File: config.mk
export PLATFORM = sky130hd
export DESIGN_NAME = mult_buffer_ctrl_flat
export DESIGN_NICKNAME = d
export VERILOG_FILES = /design/src/rtl/mult_buffer_ctrl_if.sv /design/src/rtl/mult_buffer_ctrl.sv /design/src/flat_wrapper.sv
export SDC_FILE = /design/constraint.sdc
export NUM_CORES = 1
export LEC_CHECK = 0
export CAP_MARGIN = 20
export CORE_MARGIN = 8
export CORE_UTILIZATION = 33
export DETAILED_ROUTE_END_ITERATION = 10
export GPL_TIMING_DRIVEN = 0
export SETUP_SLACK_MARGIN = 0.15
export SYNTH_ARGS = -nofsm -noshare
export SYNTH_HDL_FRONTEND = slang
export SYNTH_SLANG_ARGS = --single-unit
File: constraint.sdc
create_clock -name clk -period 13.1 [get_ports clk]
set_clock_uncertainty 0.1 [all_clocks]
set_input_delay 2.62 -clock clk [delete_from_list [all_inputs] [get_ports clk]]
set_output_delay 2.62 -clock clk [all_outputs]
set_load 0.02 [all_outputs]
File: src/rtl/mult_buffer_ctrl_if.sv
// Handshake and buffer-port bundle for mult_buffer_ctrl.
// The controller takes the master side; the environment and buffer take the slave side.
interface mult_buffer_ctrl_if #(
    parameter int IN_W   = 16,
    parameter int ADDR_W = 6
);
    logic                EN_mult;
    logic [IN_W-1:0]     mult_input0;
    logic [IN_W-1:0]     mult_input1;
    logic                RDY_mult;
    logic                EN_writeMem;
    logic [ADDR_W-1:0]   writeMem_addr;
    logic [2*IN_W-1:0]   writeMem_val;
    logic                EN_blockRead;
    logic                EN_readMem;
    logic [ADDR_W-1:0]   readMem_addr;
    logic [2*IN_W-1:0]   readMem_val;
    logic                VALID_memVal;
    logic [2*IN_W-1:0]   memVal_data;
    logic [ADDR_W:0]     count;

    modport master (
        input  EN_mult, mult_input0, mult_input1, EN_blockRead, readMem_val,
        output RDY_mult, EN_writeMem, writeMem_addr, writeMem_val,
               EN_readMem, readMem_addr, VALID_memVal, memVal_data, count
    );

    modport slave (
        output EN_mult, mult_input0, mult_input1, EN_blockRead, readMem_val,
        input  RDY_mult, EN_writeMem, writeMem_addr, writeMem_val,
               EN_readMem, readMem_addr, VALID_memVal, memVal_data, count
    );
endinterface

File: src/rtl/mult_buffer_ctrl.sv
// Multiply-and-store front-end: products are written sequentially into an external
// buffer, then streamed back in address order by a block read that empties the buffer.
module mult_buffer_ctrl #(
    parameter int IN_W   = 16,
    parameter int DEPTH  = 64,
    parameter int SIGNED = 0
) (
    input  logic           clk,
    input  logic           rst,
    mult_buffer_ctrl_if.master bus
);
    localparam int ADDR_W = $clog2(DEPTH);
    localparam int PROD_W = 2 * IN_W;
    localparam logic [ADDR_W:0] FULL_CNT = (ADDR_W+1)'(DEPTH);

    localparam logic [1:0] ST_EMPTY = 2'd0;
    localparam logic [1:0] ST_FILL  = 2'd1;
    localparam logic [1:0] ST_FULL  = 2'd2;
    localparam logic [1:0] ST_READ  = 2'd3;

    function automatic logic [PROD_W-1:0] mult_full(input logic [IN_W-1:0] a,
                                                    input logic [IN_W-1:0] b);
        logic signed [PROD_W-1:0] sa;
        logic signed [PROD_W-1:0] sb;
        logic        [PROD_W-1:0] ua;
        logic        [PROD_W-1:0] ub;
        sa = {{IN_W{a[IN_W-1]}}, a};
        sb = {{IN_W{b[IN_W-1]}}, b};
        ua = {{IN_W{1'b0}}, a};
        ub = {{IN_W{1'b0}}, b};
        if (SIGNED != 0)
            mult_full = sa * sb;
        else
            mult_full = ua * ub;
    endfunction

    logic [1:0]        state;
    logic [ADDR_W:0]   count_r;
    logic [ADDR_W:0]   rd_len;
    logic [ADDR_W-1:0] rd_ptr;

    logic              vld_p1;
    logic [ADDR_W-1:0] wr_addr_p1;
    logic [PROD_W-1:0] prod_p1;
    logic              rd_vld_p1;

    logic              rdy;
    logic              accept;
    logic              blk;
    logic              rd_last;
    logic [ADDR_W:0]   count_nxt;

    assign rdy       = (state != ST_READ) && (count_r < FULL_CNT);
    assign accept    = bus.EN_mult && rdy;
    assign count_nxt = count_r + (ADDR_W+1)'(accept);
    // A block read in the same cycle as an accept includes that product.
    assign blk       = bus.EN_blockRead && (state != ST_READ) && (count_nxt != '0);
    assign rd_last   = ({1'b0, rd_ptr} == (rd_len - (ADDR_W+1)'(1)));

    assign bus.RDY_mult      = rdy;
    assign bus.EN_writeMem   = vld_p1;
    assign bus.writeMem_addr = wr_addr_p1;
    assign bus.writeMem_val  = prod_p1;
    assign bus.EN_readMem    = (state == ST_READ);
    assign bus.readMem_addr  = rd_ptr;
    assign bus.VALID_memVal  = rd_vld_p1;
    assign bus.memVal_data   = rd_vld_p1 ? bus.readMem_val : '0;
    assign bus.count         = count_r;

    always_ff @(posedge clk) begin
        if (!rst) begin
            state      <= ST_EMPTY;
            count_r    <= '0;
            rd_len     <= '0;
            rd_ptr     <= '0;
            vld_p1     <= 1'b0;
            wr_addr_p1 <= '0;
            prod_p1    <= '0;
            rd_vld_p1  <= 1'b0;
        end else begin
            // p0 -> p1: product registered; write pointer is count since nothing wraps
            vld_p1    <= accept;
            rd_vld_p1 <= (state == ST_READ);
            if (accept) begin
                wr_addr_p1 <= count_r[ADDR_W-1:0];
                prod_p1    <= mult_full(bus.mult_input0, bus.mult_input1);
            end

            if (state == ST_READ) begin
                if (rd_last) begin
                    state   <= ST_EMPTY;
                    count_r <= '0;
                    rd_ptr  <= '0;
                end else begin
                    rd_ptr <= rd_ptr + ADDR_W'(1);
                end
            end else begin
                count_r <= count_nxt;
                if (blk) begin
                    state  <= ST_READ;
                    rd_len <= count_nxt;
                    rd_ptr <= '0;
                end else if (count_nxt == FULL_CNT) begin
                    state <= ST_FULL;
                end else if (count_nxt != '0) begin
                    state <= ST_FILL;
                end else begin
                    state <= ST_EMPTY;
                end
            end
        end
    end
endmodule

File: src/flat_wrapper.sv
// flat-port wrapper written by rule: the top's interface ports become plain ports
module mult_buffer_ctrl_flat 
#(
    parameter int IN_W   = 16,
    parameter int DEPTH  = 64,
    parameter int SIGNED = 0
)
  (clk, rst, bus_EN_mult, bus_mult_input0, bus_mult_input1, bus_EN_blockRead, bus_readMem_val, bus_RDY_mult, bus_EN_writeMem, bus_writeMem_addr, bus_writeMem_val, bus_EN_readMem, bus_readMem_addr, bus_VALID_memVal, bus_memVal_data, bus_count);
  mult_buffer_ctrl_if #(.IN_W(IN_W), .ADDR_W(6)) bus_i ();
  input  logic clk;
  input  logic rst;
  input wire logic [$bits(bus_i.EN_mult)-1:0] bus_EN_mult;
  input wire logic [$bits(bus_i.mult_input0)-1:0] bus_mult_input0;
  input wire logic [$bits(bus_i.mult_input1)-1:0] bus_mult_input1;
  input wire logic [$bits(bus_i.EN_blockRead)-1:0] bus_EN_blockRead;
  input wire logic [$bits(bus_i.readMem_val)-1:0] bus_readMem_val;
  output wire logic [$bits(bus_i.RDY_mult)-1:0] bus_RDY_mult;
  output wire logic [$bits(bus_i.EN_writeMem)-1:0] bus_EN_writeMem;
  output wire logic [$bits(bus_i.writeMem_addr)-1:0] bus_writeMem_addr;
  output wire logic [$bits(bus_i.writeMem_val)-1:0] bus_writeMem_val;
  output wire logic [$bits(bus_i.EN_readMem)-1:0] bus_EN_readMem;
  output wire logic [$bits(bus_i.readMem_addr)-1:0] bus_readMem_addr;
  output wire logic [$bits(bus_i.VALID_memVal)-1:0] bus_VALID_memVal;
  output wire logic [$bits(bus_i.memVal_data)-1:0] bus_memVal_data;
  output wire logic [$bits(bus_i.count)-1:0] bus_count;
  assign bus_i.EN_mult = bus_EN_mult;
  assign bus_i.mult_input0 = bus_mult_input0;
  assign bus_i.mult_input1 = bus_mult_input1;
  assign bus_i.EN_blockRead = bus_EN_blockRead;
  assign bus_i.readMem_val = bus_readMem_val;
  assign bus_RDY_mult = bus_i.RDY_mult;
  assign bus_EN_writeMem = bus_i.EN_writeMem;
  assign bus_writeMem_addr = bus_i.writeMem_addr;
  assign bus_writeMem_val = bus_i.writeMem_val;
  assign bus_EN_readMem = bus_i.EN_readMem;
  assign bus_readMem_addr = bus_i.readMem_addr;
  assign bus_VALID_memVal = bus_i.VALID_memVal;
  assign bus_memVal_data = bus_i.memVal_data;
  assign bus_count = bus_i.count;
  mult_buffer_ctrl #(.IN_W(IN_W), .DEPTH(DEPTH), .SIGNED(SIGNED)) u_core (.clk(clk), .rst(rst), .bus(bus_i));
endmodule
==> results.md <==
Cells and area:
- The final non-filler cell area is between 10,000 and 15,000 µm².
- The count of antenna diodes in the layout is 0.
- In the final layout, the share of cells above drive strength 1 is 2.28%.
- The final layout contains approximately 1,900 nets.
- Counting the fill cells in the layout gives 3,536.
- The area growth from synthesis to layout is 21.1%.
- The finished layout holds 1,993 standard cells, fillers aside.

Synth:
- The most frequent cell after synthesis is sky130_fd_sc_hd__inv_1.
- The synthesized area per cell is between 8 and 9 µm².
- Synthesis inferred 62 register bits.
- Synthesis handed over a netlist of around 1,400 instances.
- The predominant post-synthesis flop cell is sky130_fd_sc_hd__dfxtp_1.
- The sequential cell area fraction in the yosys report is between 10% and 20%.
- The total nets after synthesis is about 1,700.
- In the post-synthesis netlist, the biggest area contributors are sky130_fd_sc_hd__fa_1 34%, sky130_fd_sc_hd__ha_1 12%, sky130_fd_sc_hd__dfxtp_1 11%, sky130_fd_sc_hd__and2_1 8.7%, sky130_fd_sc_hd__inv_1 7.7%.
- The count of distinct cell types in the synthesized netlist is 65.
- In this run the biggest area consumer among cell types represents about a third of the synthesized area.
- The total number of yosys warnings is 0.
- After synthesis the cells add up to between 10,000 and 15,000 µm².
- sky130_fd_sc_hd__fa_1 takes more of the synthesized area than any other cell.
- The commonest cells after synthesis are 237 x sky130_fd_sc_hd__inv_1, 217 x sky130_fd_sc_hd__nand2_1, 194 x sky130_fd_sc_hd__fa_1.
- After synthesis, the share of flip-flops with an asynchronous set or reset is 0%.
- The synthesized design contains 0 enable-type register cells.

Drt:
- The detailed router finished its first iteration with 564 violations.
- The detailed-route wire length per cell is about 17 µm.
- In the routed layout, each cell is associated on average with a via count of 4.84.
- The met2 wire length is 16,000 µm.
- Summed over all nets, wire length on met3 after detailed routing comes to 2520 µm.
- The detailed router put a total of 15,400 µm of wire on met1.
- The highest metal layer with signal wires is met4.
- The routed layout has 9,655 vias.
- The post-route antenna net violation count is 0.
- The first detailed-routing pass ran for 6 iterations.
- For this run, design rule violations remaining after detail routing come to 0.
- Wires add up to 34,400 µm.

Global routing:
- The total congestion overflow after global routing is 0.
- The number of global-route vias before repair is 10,300.
- The maximum number of pins on one net before global-route repair is 13.
- The initial antenna violation count came to 0.
- The first global-routing pass estimated 56,300 µm of wire.
- The total global-route track usage is 16.9%.

Clock network:
- Clock latency on the worst-skew pair, taken at its later pin, is 330 ps.
- The CTS tree is built.
- The clock net in this run drives a total of 62 sinks.
- The number of buffers added by the clock tree synthesis step is 9.
- The clock transition at the register clock pins on the worst setup and hold paths after CTS is 60 ps.
- In this run, post-CTS repair resized a total of 0 instances.
- The number of H-tree branching levels is 3.
- No sink is reached through more buffers than the 2 on the longest clock path.
- The number of hold buffers added after CTS was 0.
- Post-CTS timing repair inserted 0 buffers for setup.
- The cell chosen for the clock root is sky130_fd_sc_hd__clkbuf_16.

STA:
- The relative slew slack is 56.1%.
- Setup repair after global routing left no endpoint under its margin.
- The number of failing hold endpoints at the final stage is 0.
- For the pin with the worst max-slew slack, the measured transition is 655 ps.
- The final-report max-slew violation count came to 0.
- Once routing completed, OpenROAD measured the worst setup slack at ~3700 ps.
- The highest clock rate is 106 MHz.
- The total negative slack for setup checks is 0 ps.
- The clock period minus worst slack is around 9400 ps.
- The count of endpoints failing setup in the final report is 0.
- The final cycle utilization of the critical path is 71.9%.

Critical path:
- The launching point of the worst reg2reg path is u_core.state[0].
- The end of the critical path is u_core.bus.writeMem_val[30].
- On the worst path, the slowest cell contributes a delay of 690 ps.
- The required time at the worst-slack endpoint is 13,220 ps.
- The worst setup path is captured at a flip-flop.
- The slowest cell on the critical path is sky130_fd_sc_hd__clkdlybuf4s50_1.
- The end of the worst register-to-register path is u_core.rd_len[1].
- Setup slack on the worst reg-to-reg path comes out at 8980 ps.
- The critical path launch point is bus_mult_input0[10].
- The most prevalent standard cell on the critical path is sky130_fd_sc_hd__fa_1.
- The number of cells on the worst reg-to-reg path is 17.
- The element type at the critical path start is a primary input.
- Walking the worst path, the cells encountered are clkdlybuf4s50_1 > clkbuf_1 > nand2_1 > fa_1 > fa_1 > fa_1 > inv_1 > fa_1 > fa_1 > inv_1 > fa_1 > inv_1 > ha_1 > a21oi_1 > a211oi_1 > a211oi_1 > a211oi_1 > o2111ai_1 > and3_1 > o31ai_2.
- The critical path is of the primary input to flip-flop type.
- The critical-path maximum fanout is 10.
- The data arrival time of the worst path is 9540 ps.

Floorplanning:
- The effective utilization at floorplan is between 30 and 40%.
- The placeable core region is 34,500 µm².
- In this run the horizontal extent of the chip is 203 µm.
- The die covers 41,300 µm².
- The floorplan has 68 rows.
- The die extent in y is slightly above 200 µm.
- The I/O pin count is 155.

Placed design:
- After detailed placement, the total cell area comes to 13,700 µm².
- Port buffering added 154 buffers.
- Detailed placement finished with a half-perimeter wire length of 29,300 µm.
- OpenSTA, run right after detailed placement, puts the worst setup slack at between 3000 and 4000 ps.
- The instance count after placement with tap cells included is 1,977.
- The congestion estimate from routability-driven global placement came to 0.905.

Min path:
- The class of the tightest hold or removal check is flip-flop to flip-flop.

Flow run:
- Max-cap violations in this run came to 0.

Run status:
- The run finished with clean final reports.
-- cells in the final DEF, fill, tap and decap left out, drive strengths merged, types with 5 or more instances in the layout --
cell type and instances:
nor2 27, a22oi 5, nand4 10, nand3 23, nand2 217, a31oi 15
and2 161, nor2b 9, clkbuf 68, dfxtp 62, a21boi 17, o21a 5
fa 194, a21o 7, nand3b 6, and3 10, buf 8, xor2 17
o21bai 5, inv 238, a21oi 40, o21ai 48, clkdlybuf4s50 154, a211oi 11
ha 108, xnor2 20
-- sequential cells by signal, indices dropped and copies added, names as in the netlist --
register and count:
u_core.bus.writeMem_addr 6, u_core.bus.readMem_addr 6, u_core.bus.EN_writeMem 1, u_core.state 2, u_core.bus.count 7, u_core.bus.writeMem_val 32, u_core.rd_len 7, u_core.bus.VALID_memVal 1
-- worst max-delay path: cells and delay by family --
kind / cells / cell delay, ps
adders and majority gates: 7 / 3490
AOI/OAI and AO/OA: 6 / 1630
and+or+nand+nor: 2 / 370
buffers and inverters: 5 / 1390
-- how the worst min path moves through the flow --
stage / start / to / slack [ps] / depth (start not counted)
floorplan: u_core.state[1] / u_core.bus.VALID_memVal / 350 / 1
finish: u_core.bus.writeMem_val[26] / u_core.bus.writeMem_val[26] / 360 / 2
global route: u_core.bus.writeMem_addr[3] / u_core.bus.writeMem_addr[3] / 390 / 2
global placement: u_core.bus.writeMem_val[27] / u_core.bus.writeMem_val[27] / 350 / 2
CTS: u_core.bus.writeMem_addr[3] / u_core.bus.writeMem_addr[3] / 370 / 2
detailed placement: u_core.bus.writeMem_val[21] / u_core.bus.writeMem_val[21] / 350 / 2
-- through the flow --
stage / hold slack (ps) / utilization [%]
3_3_place_gp: 347 / 39.6
5_1_grt: 386 / 40.6
4_1_cts: 371 / 40.6
3_5_place_dp: 350 / 39.6
2_1_floorplan: 352 / -
6_report: 363 / 40.6
-- routing by layer --
metal | track usage [%] | vias to the layer above
met2 | 27.5 | 288
met4 | 3.06 | 0
met1 | 22.7 | 4731
met5 | 0 | -
met3 | 4.22 | 37
li1 | - | 4599
-- logic make-up after synthesis --
family / after synthesis / share of synthesized area, %
mux: 2 / 0.173
xor+xnor: 37 / 2.80
flops: 62 / 10.7
fa+ha+maj: 302 / 45.2
simple gates: 484 / 21.1
compound gates: 178 / 9.89
buf+inv: 303 / 10.1
-- layout make-up --
type / instances / area (µm²) / area share (%)
repair buffers: 154 / 1540 / 11.0
plain buffers: 66 / 278 / 1.98
multi-input cells: 1003 / 9160 / 65.4
well taps: 455 / 569 / 4.06
inverters: 237 / 890 / 6.35
clock buffers: 10 / 239 / 1.71
clock inverters: 6 / 93.8 / 0.670
flip-flops and latches: 62 / 1240 / 8.86
Power is not shown: default switching activity piles up to over one toggle a cycle in this logic, so the estimate is an artifact.
